**config.mk**
```make
export PLATFORM = sky130hd
export DESIGN_NAME = seq_mult_hs
export DESIGN_NICKNAME = d
export VERILOG_FILES = /design/src/rtl/seq_mult_hs.sv
export SDC_FILE = /design/constraint.sdc
export NUM_CORES = 1
export LEC_CHECK = 0
export CAP_MARGIN = 10
export CORE_ASPECT_RATIO = 0.9
export CORE_MARGIN = 8
export CORE_UTILIZATION = 45
export CTS_CLUSTER_SIZE = 24
export DETAILED_ROUTE_END_ITERATION = 10
export PLACE_DENSITY = 0.67
export SYNTH_ARGS = -nofsm -noshare
export SYNTH_HDL_FRONTEND = slang
export SYNTH_SLANG_ARGS = --single-unit
```
**constraint.sdc**
```tcl
create_clock -name clk -period 4.9 [get_ports clk]
set_input_delay 0.98 -clock clk [delete_from_list [all_inputs] [get_ports clk]]
set_output_delay 0.98 -clock clk [all_outputs]
set_load 0.1 [all_outputs]
```
**src/rtl/seq_mult_hs.sv**
```systemverilog
// Iterative shift-add multiplier with valid/ready handshakes on both sides.
// Signed operands are reduced to magnitudes and the product sign is applied in SIGN.
module seq_mult_hs #(
  parameter int N = 5
) (
  input  logic           clk,
  input  logic           rst,
  input  logic           in_valid,
  output logic           in_ready,
  input  logic [N-1:0]   A,
  input  logic [N-1:0]   B,
  input  logic           is_signed,
  output logic           out_valid,
  input  logic           out_ready,
  output logic [2*N-1:0] out,
  output logic           busy
);

  localparam int PW = 2 * N;
  localparam int CW = (N > 2) ? $clog2(N) : 1;
  localparam logic [CW-1:0] CNT_LAST = CW'(N - 1);

  typedef enum logic [1:0] {
    S_IDLE,
    S_MULT,
    S_SIGN,
    S_DONE
  } state_t;

  state_t         r_state;
  state_t         w_next;
  logic [N-1:0]   r_mag_a;
  logic [N-1:0]   r_mag_b;
  logic           r_neg;
  logic [PW-1:0]  r_acc;
  logic [CW-1:0]  r_cnt;
  logic [PW-1:0]  r_out;

  logic [N-1:0]   w_mag_a;
  logic [N-1:0]   w_mag_b;
  logic [PW-1:0]  w_addend;

  // -2^(N-1) negates to itself, which read as unsigned is exactly its magnitude.
  assign w_mag_a  = (is_signed && A[N-1]) ? -A : A;
  assign w_mag_b  = (is_signed && B[N-1]) ? -B : B;
  assign w_addend = PW'(r_mag_a) << r_cnt;

  // NOTE: sequential state uses non-blocking assignments so every register
  // samples pre-edge values regardless of statement order.
  always_ff @(posedge clk or posedge rst) begin
    if (rst) begin
      r_state <= S_IDLE;
    end else begin
      r_state <= w_next;
    end
  end

  // NOTE: every output of this block gets a default first, so no path leaves
  // a signal unassigned and no latch is inferred.
  always_comb begin
    w_next    = r_state;
    in_ready  = 1'b0;
    out_valid = 1'b0;
    busy      = 1'b0;
    case (r_state)
      S_IDLE: begin
        in_ready = 1'b1;
        if (in_valid) w_next = S_MULT;
      end
      S_MULT: begin
        busy = 1'b1;
        if (r_cnt == CNT_LAST) w_next = S_SIGN;
      end
      S_SIGN: begin
        busy   = 1'b1;
        w_next = S_DONE;
      end
      S_DONE: begin
        out_valid = 1'b1;
        if (out_ready) w_next = S_IDLE;
      end
      default: w_next = S_IDLE;
    endcase
  end

  always_ff @(posedge clk or posedge rst) begin
    if (rst) begin
      r_mag_a <= '0;
      r_mag_b <= '0;
      r_neg   <= 1'b0;
      r_acc   <= '0;
      r_cnt   <= '0;
      r_out   <= '0;
    end else begin
      case (r_state)
        S_IDLE: begin
          if (in_valid) begin
            r_mag_a <= w_mag_a;
            r_mag_b <= w_mag_b;
            r_neg   <= is_signed & (A[N-1] ^ B[N-1]);
            r_acc   <= '0;
            r_cnt   <= '0;
          end
        end
        S_MULT: begin
          if (r_mag_b[0]) r_acc <= r_acc + w_addend;
          r_mag_b <= r_mag_b >> 1;
          r_cnt   <= r_cnt + CW'(1);
        end
        S_SIGN: begin
          // A zero accumulator negates to zero, so no negative zero appears.
          r_out <= r_neg ? -r_acc : r_acc;
        end
        default: ;
      endcase
    end
  end

  assign out = r_out;

endmodule

```
Word level (Yosys, flattened, before mapping)
Index checks and enable logic that the tools add are counted.
{ "word_totals": {"register_bits": 36, "latchBits": 0, "ram_bits": 0, "rom_bits": 0, "input_bits": 15, "output_inout_bits": 13, "wordCells": 49, "mem_count": 0} }
{ "classes": {"addsub": 5, "mul": 0, "div": 0, "n_lt_le_gt_ge": 0, "n_eq_ne": 8, "n_shift": 1, "mux": 17, "n_bitwise": 2, "n_reduce_logical": 9} }
{ "ops": {"columns": ["op", "count"], "rows": [
  ["10-bit two-way mux", 3],
  ["10-bit case mux with 2 select lines", 1],
  ["5-bit two-way mux", 3],
  ["10-bit adder", 1],
  ["10-bit negation", 1],
  ["5-bit negation", 2],
  ["5-bit case mux with 2 select lines", 1],
  ["5-bit by 3-bit left shift with 10-bit output", 1],
  ["2-bit != test (second input constant)", 4],
  ["2-bit case mux with 4 select lines", 1],
  ["2-bit two-way mux", 3],
  ["3-bit case mux with 2 select lines", 1],
  ["3-bit AND reduction", 2],
  ["2-bit == test (second input constant)", 2],
  ["2-bit AND reduction", 2],
  ["3-bit by 1-bit adder with 3-bit output (second input constant)", 1],
  ["3-bit == test (second input constant)", 1],
  ["1-bit two-way mux", 3],
  ["3-bit two-way mux", 1],
  ["2-bit by 1-bit == test with 1-bit output (second input constant)", 1],
  ["1-bit logical AND", 2],
  ["2-bit logical NOT", 1],
  ["2-bit nonzero test", 1],
  ["2-bit OR reduction", 1],
  ["2 further kinds", 2]
]} }

Logic depth before layout (Yosys ltp)
Gate-level depths: netlist of run 1.
{ "depth": {"word_depth": 4, "depth_mapped": 13, "mapped_depth_nobuf": 12} }

Worst setup path after synthesis of run 1
Ideal clock, no wire load.
{ "synth_timing": {"kind": "register -> register", "start": "register r_cnt[0]", "end": "register r_acc[9]", "setup_time_ns": 0.124, "arrival_time_ns": 2.542, "required_ns": 4.776, "slack_ns": 2.234, "stages_incl_launch_ff": 13, "path_buffers": 1, "synth_period_minus_slack_ns": 2.666, "cell_sequence": "dfrtp_1 buf_1 nand2_1 o22ai_1 nand2_1 o31ai_1 ha_1 a21o_1 a21oi_1 o21bai_1 or3_1 and3_1 a211o_1"} }
{ "synth_via": {"elab_chain_cells": 4} }
{ "synth_lines": {"columns": ["item", "line", "source"], "rows": [
  ["from (decl)", "36", "logic [CW-1:0] r_cnt;"],
  ["from (signal assigned)", "108", "r_cnt <= r_cnt + CW'(1);"],
  ["5-bit by 3-bit left shift with 10-bit output", "46", "assign w_addend = PW'(r_mag_a) << r_cnt;"],
  ["10-bit adder", "106", "if (r_mag_b[0]) r_acc <= r_acc + w_addend;"],
  ["10-bit two-way mux", "106", null],
  ["10-bit case mux with 2 select lines", "95", "case (r_state)"],
  ["to (signal assigned)", "106", null],
  ["to (decl)", "35", "logic [PW-1:0] r_acc;"]
]} }
Every way passes these cells. The select of a mux whose other input is x is not followed.
A chain may end at the register's enable or synchronous reset.

Final worst setup path of run 1
{ "layout_timing": {"start": "register r_state[1]", "end": "output port in_ready"} }
{ "layout_via": {"elab_chain_cells": 2} }
{ "layout_lines": {"columns": ["item", "line", "source"], "rows": [
  ["from (decl)", "30", "state_t r_state;"],
  ["from (signal assigned)", "54", "r_state <= w_next;"],
  ["2-bit logical NOT", "65", "case (r_state)"],
  ["1-bit two-way mux", "65", null],
  ["to (decl)", "9", "output logic in_ready,"]
]} }
Every way passes these cells.

==> results.md, run 1 <==
- Clock transition at path regs: around 0.070 ns
- CTS max path bufs: 2
- Count of cells resized by post-cts repair: 0
- Count of different cell masters after synthesis: 42
- Total Wirelength: 4.743 mm
- Net total in the final layout: between 300 and 400
- Ratio of cells with drive above 1 in the final layout: between 5 and 6%
- Crit Path Max Fanout: 6
- Gr usage total: about an eighth
- CTS tree: done
- CP Class: reg2out
- Clk Latency, worst-skew pair: 0.28 ns
- CTS Buf Count: 5
- Tmin final: ~3.2 ns
- Worst Tran Pin Value: approximately 0.97 ns
- Routed vias/inst: around 5.2
- Slew HR: between 30% and 40%
- CP Data Arrival Time: ~2.2 ns
- Post-synthesis instance total: 268
- Chip height: 84.41 µm
- Die Wd: roughly 90 µm
- CP required: around 4 ns
- Initial Utilization: 45.61%
- Async SR Flop Fraction: between 90% and 100%
- Hold buffers post-CTS: 0
- Max layer used: met4
- WL met3: 227 µm
- Ports: 28
- CP Launch Type: register
- WL met1: about 2.2 mm
- Largest net degree at the start of global routing: 37
- Post-CTS setup buffers: 0
- Hold Fails Final Rpt: 0
- Synthesized area: between 0.002 and 0.0025 mm²
- Sequential fraction of the synthesis area: between 30% and 40%
- Met2 WL: ~2.3 mm
- Commonest non-fill, non-tap cells in the layout: nand2_1, dfrtp_1, clkdlybuf4s50_1, nor2_1, o21ai_1
- Worst Reg-to-Reg Cells: 10
- Post-route ant nets: 0
- Grt ovf: 0
- Most common cell after layout, fill and taps aside: nand2_1
- # DRC: 0
- Unrepaired setup endpoints after global routing: no
- RD Place Congestion: ~0.80
- Number of synthesized register bits: 36
- Clk root buf: clkbuf_8
- Area Overhead vs Synth: 17.33%
- Drt pass-1 iters: 4
- First-pass GRT wire length: about 8.5 mm
- Status: finished, final reports clean
- Syn avg cell area: just under 9 µm²
- Final setup viols: 0
- Pins over their slew limit: 0
- Detailed-route via count: approximately 1900
- Final setup TNS: 0 ns
- CP endpoint kind: output pin
- Clock Sinks: 36
- Synth Warn #: 0
- Post-Syn Nets: roughly 300
- Worst min-delay path category: reg2reg
- Final worst path period share: between 60% and 70%
- Routed len/inst: between 10 and 15 µm
- Hold slack: between 0.5 and 0.6 ns
- Hold path depth: 1
- Clock Skews: about 0.0063 ns
- FMAX: around 0.31 GHz
- H-tree levels: 2
- EDFF count, synth: 0
- Core Area: roughly 0.005 mm²
- MaxCap Viol Count: 0
- Diode count: 0
- Initial drt markers: 53
- Cell Rows: 25
- Antenna violations before repair: 0
- Main area contributors after synthesis: dfrtp_1, ha_1, nand2_1, xor2_1, o21ai_1
- IO buf count: 27
- Vias in the first global route: between 1500 and 2000
- Most used DFF post-synth: dfrtp_1
- DP HPWL: around 3.7 mm
- Die Area: 0.007766 mm²
- Top cell type's share of synthesized area: between 30% and 40%
- Yosys top cell by area: dfrtp_1
-- sequential cells by signal, indices dropped and copies added (netlist names) --
name and count:
out 10, r_cnt 3, r_mag_b 5, r_neg 1
r_state 2, r_acc 10, r_mag_a 5
-- final cells by class --
type | count | area [µm²]
tap | 67 | 83.83
clock inverter | 1 | 5.005
clock buffer | 6 | 72.57
inverter | 18 | 67.56
fill | 485 | 2385
timing repair buffer | 28 | 277.8
sequential | 36 | 900.9
multi-input combinational | 207 | 1338
-- per-stage QoR --
stage | std cells | utilization (%) | area (µm²) | setup slack [ns]
after global routing | 363 | 53.51 | 2745 | 1.586
after CTS | 363 | 53.51 | 2745 | 1.656
final | 363 | 53.51 | 2745 | 1.679
after global placement | 356 | 52.00 | 2668 | 1.980
after detailed placement | 356 | 52.00 | 2668 | 1.932
after floorplan | 268 | - | 2340 | 2.234
-- cell families (layout without fill, tap and decap cells) --
logic type | Yosys count | in the layout | synth area share, %
AND/OR/NAND/NOR | 87 | 87 | 16.26
adder cells (fa/ha/maj) | 19 | 19 | 10.48
XOR/XNOR | 17 | 17 | 6.364
buffers and inverters | 25 | 53 | 4.332
AO/OA/AOI/OAI | 71 | 71 | 18.08
flip-flops | 36 | 36 | 38.50
multiplexers | 13 | 13 | 5.989
-- layer usage --
metal	global-route usage [%]	vias to the layer above
met4	4.240	0
met5	0	-
li1	-	984
met2	21.10	40
met3	4.011	6
met1	16.21	873
-- worst max-delay path, stage by stage (launching register included) --
cell	delay, ns
dfrtp_1	0.40
inv_1	0.12
ha_1	0.27
clkdlybuf4s50_1	1.17
-- worst paths after layout --
kind | start | endpoint | slack [ns]
min in group asynchronous | rst | out[4]$_DFFE_PP0P_ | 1.10
min | r_mag_b[4]$_DFFE_PP0P_ | r_mag_b[4]$_DFFE_PP0P_ | 0.50
max | r_state[1]$_DFFE_PP0P_ | in_ready | 1.68
max in group asynchronous | rst | r_mag_a[2]$_DFFE_PP0P_ | 3.48
max reg2reg | r_cnt[1]$_DFFE_PP0P_ | r_acc[9]$_DFFE_PP0P_ | 1.96
min reg2reg | r_mag_b[4]$_DFFE_PP0P_ | r_mag_b[4]$_DFFE_PP0P_ | 0.50
-- cells in the mapped netlist (all sizes together), types with 2 or more instances --
library cell / instances
dfrtp: 36
clkbuf: 4
a21o: 2
nand2: 44
nor2b: 4
buf: 3
o311ai: 3
mux2i: 8
o31ai: 3
inv: 18
xor2: 13
a32o: 2
o21ai: 30
a21oi: 16
nand3: 2
xnor2: 4
and3: 4
nor2: 21
ha: 18
o22ai: 6
a22o: 2
mux2: 5
or3: 5
and2: 2
Power of run 1 is not shown: default switching activity piles up to over one toggle a cycle in this logic, so the estimate is an artifact.
==> inputs of run 2 (changes only) <==
--- a/config.mk
+++ b/config.mk
@@ -11,7 +11,7 @@
 export CORE_UTILIZATION = 45
 export CTS_CLUSTER_SIZE = 24
 export DETAILED_ROUTE_END_ITERATION = 10
-export PLACE_DENSITY = 0.67
+export PLACE_DENSITY = 0.69
 export SYNTH_ARGS = -nofsm -noshare
 export SYNTH_HDL_FRONTEND = slang
 export SYNTH_SLANG_ARGS = --single-unit
==> constraint.sdc (replaced) <==
create_clock -name clk -period 2.9 [get_ports clk]
set_input_delay 0.58 -clock clk [delete_from_list [all_inputs] [get_ports clk]]
set_output_delay 0.58 -clock clk [all_outputs]
set_load 0.1 [all_outputs]
==> run 2 against run 1 <==
  * Core utilization rose by 0.24 points
  * First-iteration DRC count up 21%
  * Setup slack worse by 1.5 ns
  * Sequential share of layout area shrank 0.058 points
  * Clock skew fell by 0.0031 ns
  * Critical path type is now reg2reg
==> results.md, run 2 (same netlist as run 1, synthesis figures left out) <==
- Status: finished, final reports clean
- Worst min-delay path category: reg2reg
- H-tree levels: 2
- Worst Reg-to-Reg Cells: 10
- Reg-to-Reg End: r_acc[9]$_DFFE_PP0P_
- Bufs and invs on worst path: 0
- Detailed-route via count: 1920
- CTS max path bufs: 2
- R2R Path Start: r_cnt[1]$_DFFE_PP0P_
- Flip-flop and latch area: around 900 µm²
- CP Data Arrival Time: between 2 and 3 ns
- Final worst path period share: between 90% and 100%
- IO buf count: 27
- RD Place Congestion: slightly below 0.9
- Hold path depth: 1
- Die Wd: between 90 and 100 µm
- Final setup viols: 0
- CTS Buf Count: 5
- First-pass GRT wire length: approximately 8.4 mm
- Vias in the first global route: around 1900
- Top cell by count, worst path: and3_1
- Antenna violations before repair: 0
- Slowest CP cell: dfrtp_2
- Net total in the final layout: 333
- Area Overhead vs Synth: 17.86%
- Clock Skews: ~0.0032 ns
- Ports: 28
- Chip height: 84.41 µm
- Grt ovf: 0
- FMAX: approximately 0.36 GHz
- Crit-path cells: mux2_4 > a22o_1 > o2bb2ai_1 > ha_1 > and3_1 > nand2_1 > a21oi_1 > or3_1 > and3_1 > a211o_1
- CP Launch Type: register
- Crit path largest cell delay: between 0.4 and 0.5 ns
- Cell Rows: 25
- Tmin final: 2.745 ns
- Initial drt markers: 64
- CP endpoint kind: register
- Hold buffers post-CTS: 0
- Fill cells: a little under 500
- Clk root buf: clkbuf_8
- Clock transition at path regs: around 0.070 ns
- Final setup TNS: 0 ns
- Clk Latency, worst-skew pair: around 0.29 ns
- Hold Fails Final Rpt: 0
- Total Wirelength: 4.815 mm
- Routed vias/inst: 5.232
- CP Class: reg2reg
- # DRC: 0
- Commonest non-fill, non-tap cells in the layout: nand2_1, dfrtp_1, nor2_1, o21ai_1, ha_1
- Initial Utilization: between 40 and 50%
- Worst setup margin: approximately 0.15 ns
- Most common cell after layout, fill and taps aside: nand2_1
- MaxCap Viol Count: 0
- Crit-path leading delay family: simple AND/OR/NAND/NOR gates
- Pins over their slew limit: 0
- Ratio of cells with drive above 1 in the final layout: between 10% and 20%
- Largest net degree at the start of global routing: 37
- CTS tree: done
- Clock Sinks: 36
- Gr usage total: between 10% and 20%
- CP required: between 3 and 4 ns
- Core Area: 0.005130 mm²
- Worst Tran Pin Value: ~0.76 ns
- Hold endpoint: r_mag_b[4]$_DFFE_PP0P_
- Hold slack: 0.5097 ns
- DP HPWL: approximately 3.7 mm
- Routed len/inst: between 10 and 15 µm
- Diode count: 0
- Die Area: around 0.0078 mm²
- Post-route ant nets: 0
- Multi-input logic area: approximately 0.0013 mm²
- Drt pass-1 iters: 4
- Worst Hold Launch: r_mag_b[4]$_DFFE_PP0P_
- Dpl ws: 0.04438 ns
- Crit Path Max Fanout: 8
- Slew HR: between 40% and 50%
- Reg2Reg Setup Slack: approximately 0.15 ns
[run 2: cell types whose count changed in the layout (fill, tap and decap cells not counted), sizes merged]
cell / before / now
buf: 1 / 17
clkdlybuf4s50: 27 / 14
clkbuf: 6 / 8
clkinv: 1 / 0
[run 2: what timing repair did]
item	CTS	global route
endpoints found under the setup margin	0	2
buffers inserted	0	1
gates resized for setup	0	4
[run 2: cell type report]
type                    count  area share (%)
repair buffers             31           9.710
well taps                  67           3.040
clock buffers               8           3.267
multi-input cells         207           48.78
flip-flops and latches     36           32.76
inverters                  18           2.450
[run 2: layer usage]
| metal | vias to the layer above | routed length (µm) | part of all wire, % | GRT usage, % |
|---|---|---|---|---|
| li1 | 995 | - | - | - |
| met1 | 875 | 2300 | 48 | 16.94 |
| met2 | 44 | 2196 | 46 | 20.26 |
| met3 | 6 | 270 | 5.6 | 4.545 |
| met4 | 0 | 47 | 0.98 | 3.070 |
| met5 | - | 0 | 0 | 0 |
[run 2: worst register-to-register path, stage by stage, from the launching register on]
cell and delay [ns]:
dfrtp_2 0.48, mux2_4 0.32, a22o_1 0.24, o2bb2ai_1 0.13, ha_1 0.33, and3_1 0.21
nand2_1 0.06, a21oi_1 0.04, or3_1 0.39, and3_1 0.18, a211o_1 0.26
[run 2: worst max path at each step]
stage                                     from                    to  slack [ns]  depth (start not counted)
after global placement    r_cnt[0]$_DFFE_PP0P_  r_acc[9]$_DFFE_PP0P_        0.12                         10
after floorplan           r_cnt[0]$_DFFE_PP0P_  r_acc[9]$_DFFE_PP0P_        0.23                         12
after CTS                 r_cnt[1]$_DFFE_PP0P_  r_acc[9]$_DFFE_PP0P_        0.03                         10
after global routing      r_cnt[1]$_DFFE_PP0P_  r_acc[9]$_DFFE_PP0P_       -0.01                         10
final                     r_cnt[1]$_DFFE_PP0P_  r_acc[9]$_DFFE_PP0P_        0.15                         10
after detailed placement  r_cnt[1]$_DFFE_PP0P_  r_acc[9]$_DFFE_PP0P_        0.04                         10
[run 2: per-stage QoR]
step | cells | cell area, µm² | utilization (%)
6_report | 367 | 2758 | 53.76
5_1_grt | 367 | 2758 | 53.76
4_1_cts | 366 | 2740 | 53.41
3_5_place_dp | 358 | 2650 | 51.66
3_3_place_gp | 358 | 2650 | 51.66
2_1_floorplan | 268 | 2340 | -
Power of run 2 is left out for the same reason.
==> inputs of run 3 (changes only) <==
--- a/config.mk
+++ b/config.mk
@@ -6,7 +6,7 @@
 export NUM_CORES = 1
 export LEC_CHECK = 0
 export CAP_MARGIN = 10
-export CORE_ASPECT_RATIO = 0.9
+export CORE_ASPECT_RATIO = 0.6
 export CORE_MARGIN = 8
 export CORE_UTILIZATION = 45
 export CTS_CLUSTER_SIZE = 24
==> run 3 against run 2 <==
  * Setup slack lost 0.030 ns
  * Non-clock buffer count increased by 4
  * Global-route usage increased by 0.99 points
  * Sequential cell count unchanged
  * Count of clock-buffer cells in the layout down 3
  * Cell count rose by 0.82%
  * Core utilization grew 1.7 points
  * Critical path type unchanged
==> results.md, run 3 (same netlist as run 1, synthesis figures left out) <==
- Status: finished, final reports clean
- Hold slack: 0.5017 ns
- MaxCap Viol Count: 0
- Slew HR: roughly 45%
- Core Area: around 0.005 mm²
- Initial drt markers: between 90 and 100
- CTS tree: done
- Diode count: 0
- Clk root buf: clkbuf_8
- Routed vias/inst: about 5.3
- IO buf count: 27
- Worst Tran Pin Value: slightly above 0.8 ns
- Met3 GRT Util: around 3.4%
- Drt pass-1 iters: 4
- Commonest non-fill, non-tap cells in the layout: nand2_1, dfrtp_1, nor2_1, o21ai_1, buf_4
- CP endpoint kind: register
- CP Data Arrival Time: around 3 ns
- Detailed-route via count: between 1500 and 2000
- Clock Skews: roughly 0.010 ns
- Antenna violations before repair: 0
- FMAX: roughly 0.36 GHz
- Post-route ant nets: 0
- Area Overhead vs Synth: 19.20%
- Worst min-delay path category: reg2reg
- Worst setup margin: approximately 0.13 ns
- Clock Sinks: 36
- Final worst path period share: approximately 96%
- Final setup TNS: 0 ns
- Net total in the final layout: ~340
- Routed len/inst: 14.40 µm
- RD Place Congestion: between 0.9 and 1
- Initial Utilization: 46.52%
- Die Wd: about 110 µm
- Crit Path Max Fanout: 6
- CP required: slightly above 3 ns
- First-pass GRT wire length: around 8.7 mm
- Total Wirelength: about 5.3 mm
- Cell Rows: 20
- Grt ovf: 0
- Clock transition at path regs: 0.08 ns
- Pins over their slew limit: 0
- Most Crowded Layer GR: met1
- Final setup viols: 0
- CTS max path bufs: 2
- Dpl ws: between 0.015 and 0.02 ns
- Vias in the first global route: 1746
- DP HPWL: just over 4 mm
- Die Area: approximately 0.0078 mm²
- Ports: 28
- Met2 usage: between 10% and 20%
- Fill cells: 472
- Largest net degree at the start of global routing: 37
- CTS Buf Count: 5
- Post-Route Utilization: between 50% and 60%
- Unrepaired setup endpoints after global routing: no
- # DRC: 0
- Clk Latency, worst-skew pair: between 0.2 and 0.3 ns
- Most common cell after layout, fill and taps aside: nand2_1
- Met1 GRT Util: between 20% and 30%
- Hold Fails Final Rpt: 0
- Chip height: ~72 µm
- CP Class: reg2reg
- Ratio of cells with drive above 1 in the final layout: between 10 and 15%
- H-tree levels: 2
- Tmin final: about 2.8 ns
- Gr usage total: roughly 14%
- Reg2Reg Setup Slack: around 0.13 ns
- CP Launch Type: register
run 3: worst max-delay path: stages (launching register included):
cell       delay, ns
dfrtp_2         0.46
mux2_4          0.32
a22o_1          0.25
o2bb2ai_1       0.13
ha_1            0.34
and3_1          0.22
nand2_1         0.07
a21oi_1         0.05
or3_1           0.40
and3_1          0.18
a211o_1         0.26
run 3: through the flow:
stage,cell area [µm²],cells
4_1_cts,2751,367
5_1_grt,2789,370
2_1_floorplan,2340,268
3_5_place_dp,2664,359
3_3_place_gp,2664,359
6_report,2789,370
run 3: per-layer routing:
| layer | up-vias | routed length (µm) |
|---|---|---|
| met5 | - | 0 |
| met4 | 0 | 78 |
| met3 | 8 | 272 |
| met2 | 53 | 2008 |
| met1 | 916 | 2969 |
| li1 | 998 | - |
run 3: layout make-up:
| type | instances | area, µm² | share of cell area [%] |
|---|---|---|---|
| Tap cell | 66 | 82.58 | 2.961 |
| Multi-Input combinational cell | 207 | 1353 | 48.50 |
| Inverter | 18 | 67.56 | 2.423 |
| Timing Repair Buffer | 35 | 295.3 | 10.59 |
| Clock inverter | 3 | 18.77 | 0.6729 |
| Sequential cell | 36 | 903.4 | 32.39 |
| Clock buffer | 5 | 68.82 | 2.467 |
run 3: path summary, 6_finish.rpt:
| path | startpoint | to | cells after the start |
|---|---|---|---|
| min reg2reg | r_mag_b[4]$_DFFE_PP0P_ | r_mag_b[4]$_DFFE_PP0P_ | 1 |
| max in group asynchronous | rst | r_cnt[1]$_DFFE_PP0P_ | 3 |
| min in group asynchronous | rst | r_state[1]$_DFFE_PP0P_ | 3 |
| max | r_cnt[1]$_DFFE_PP0P_ | r_acc[9]$_DFFE_PP0P_ | 10 |
| max reg2reg | r_cnt[1]$_DFFE_PP0P_ | r_acc[9]$_DFFE_PP0P_ | 10 |
| min | r_mag_b[4]$_DFFE_PP0P_ | r_mag_b[4]$_DFFE_PP0P_ | 1 |
run 3: repair_timing:
item	in CTS	in global routing
gates resized for setup	0	7
setup buffers	0	3
setup endpoints to repair	0	3
hold buffers	0	0
Power of run 3 is left out for the same reason.
==> variant: new RTL, config.mk and constraints of run 3 <==
Change the parameter `N` from 5 to 6.
--- a/src/rtl/seq_mult_hs.sv
+++ b/src/rtl/seq_mult_hs.sv
@@ -1,7 +1,7 @@
 // Iterative shift-add multiplier with valid/ready handshakes on both sides.
 // Signed operands are reduced to magnitudes and the product sign is applied in SIGN.
 module seq_mult_hs #(
-  parameter int N = 5
+  parameter int N = 6
 ) (
   input  logic           clk,
   input  logic           rst,
Interface: changed (resized A, B and out); port bits go from 28 to 32. The function was not compared with the original's and may differ.
==> variant against run 3 <==
Fmax shrank 2.2%. First-iteration DRC count grew to 2.7 times the old value. Sequential cell count grew 6. Routed wire length grew 44%. Via count grew 33%. Global-route usage grew 1.7 points. Cell area grew 28%. Synthesized area grew 24%. Critical path type unchanged. Setup slack lost 0.062 ns. Sequential share of layout area shrank 2.8 points. Die area grew 19%.
Power is left out: the tool's default activity adds up to more than one toggle a clock period on the data nets, which glitch-free logic cannot reach.
==> variant: results <==
[status]
status = "finished, final reports clean"

[synthesis]
ys_types = 53
syn-num-nets = 370
synth_top_family_by_area = "compound AO/OA/AOI/OAI gates"
synth_area_per_cell_um2 = 8.74
yosysWarningCount = 0
synth_adder_area_share_pct = 9.32
yosysSeqAreaShare_pct = 36.2
async_flop_share_pct = 100
yosys-mux-area-fraction_pct = 4.70
synth_xor_area_share_pct = 6.34
synth_compound_area_share_pct = 23.0
synth_common_cells = "dfrtp_1 (42), nand2_1 (38), nor2_1 (29), o21ai_0 (29), a21oi_1 (25)"
yosys-top-cells-area = "dfrtp_1 (36%), ha_1 (8.6%), o21ai_0 (5.0%)"

[critical_path]
worstReg2RegEnd = "r_acc[11]$_DFFE_PP0P_"
rr_worst_depth = 11
reg2reg_slack_ns = 0.06
worstPathArrival_ns = 3.03
worstPathMaxFanout = 5
crit-reg2reg-launch = "r_cnt[1]$_DFFE_PP0P_"

[clock_tree]
root_buffer = "clkbuf_8"
h-tree-depth = 2
numCtsBuffers = 5
clockBufferDepth = 2
clk_latency_ns = 0.31
path_clk_slew_ns = 0.09

[global_route]
gr-usage-all-layers_pct = 15.8
antenna_found_initial = 0
grt_pass1_wl_mm = 12.1
grt_max_degree = 43
grt_pass1_vias = 2428

[final_layout]
final_layout_size_suffix_gt1_share_pct = 18.6
layout.nets = 414
antennaDiodeCount = 0

[placed_design]
dp_cells = 448
dp_hpwl_mm = 5.60
finalWeightedCongestion = 0.978
numPortBuffers = 31

[routing]
wirelength_mm = 7.66
vias = 2627
drtPass1Iterations = 5
wl_per_cell_um = 16.6
drtIter0Drc = 252

[sta]
fin_skew_ns = 0.00719
max-slew-margin-rel_pct = 34.4
hold_slack_ns = 0.527

[worst_hold_path]
hold_start = "r_mag_b[5]$_DFFE_PP0P_"
hold_path.class = "reg2reg"
whs_endpoint = "r_mag_b[5]$_DFFE_PP0P_"
min_path_cells = 1
-- variant: logic make-up after synthesis --
| family | Yosys count |
|---|---|
| AOI/OAI and AO/OA | 104 |
| xor gates and xnor gates | 21 |
| adders and majority gates | 21 |
| buffers and inverters | 26 |
| DFF | 42 |
| muxes | 13 |
| and+or+nand+nor | 105 |
-- variant: routing by layer --
metal	wire length, um	GRT usage, %	vias to the layer above	share of wire [%]
met1	4100	23.7	1261	53
li1	-	-	1285	-
met5	0	0	-	0
met3	397	3.50	8	5.2
met2	3100	22.0	73	40
met4	72	4.09	0	0.94
-- variant: stage by stage --
step                cell area (um2)  setup slack, ns
global route                   3560          -0.0221
CTS                            3440           0.0243
global placement               3320           0.0433
finish                         3560           0.0632
floorplan                      2900            0.222
detailed placement             3320          0.00950
-- variant: how the worst max path moves through the flow --
stage / from / endpoint / cells past startpoint
after floorplan: r_cnt[0]$_DFFE_PP0P_ / r_acc[10]$_DFFE_PP0P_ / 10
after global placement: r_cnt[0]$_DFFE_PP0P_ / r_acc[11]$_DFFE_PP0P_ / 11
after detailed placement: r_cnt[0]$_DFFE_PP0P_ / r_acc[11]$_DFFE_PP0P_ / 11
after CTS: r_cnt[1]$_DFFE_PP0P_ / r_acc[11]$_DFFE_PP0P_ / 11
after global routing: r_cnt[1]$_DFFE_PP0P_ / r_acc[11]$_DFFE_PP0P_ / 12
final: r_cnt[1]$_DFFE_PP0P_ / r_acc[11]$_DFFE_PP0P_ / 11
-- variant: repair_timing --
action                                  in CTS  in global routing
setup buffers                                0                  5
pin swaps                                    0                 11
endpoints found under the setup margin       1                  2
gates resized for setup                      2                 21
-- variant: cell type report --
type,instances,area [um2]
clock buffers,5,68.8
clock inverters,3,48.8
fillers,566,2600
inverters,15,56.3
multi-input cells,264,1820
flip-flops and latches,42,1050
well taps,84,105
repair buffers,48,408
-- variant: critical path: stages, from the launching register on --
cell and delay, ns:
dfrtp_2 0.46, buf_6 0.14, mux2i_2 0.16, mux2_4 0.31, o21ai_4 0.17, ha_4 0.23, and2_4 0.16, a2111o_1 0.41
a211oi_2 0.29, or3_1 0.17, and2_4 0.14, o211ai_2 0.08
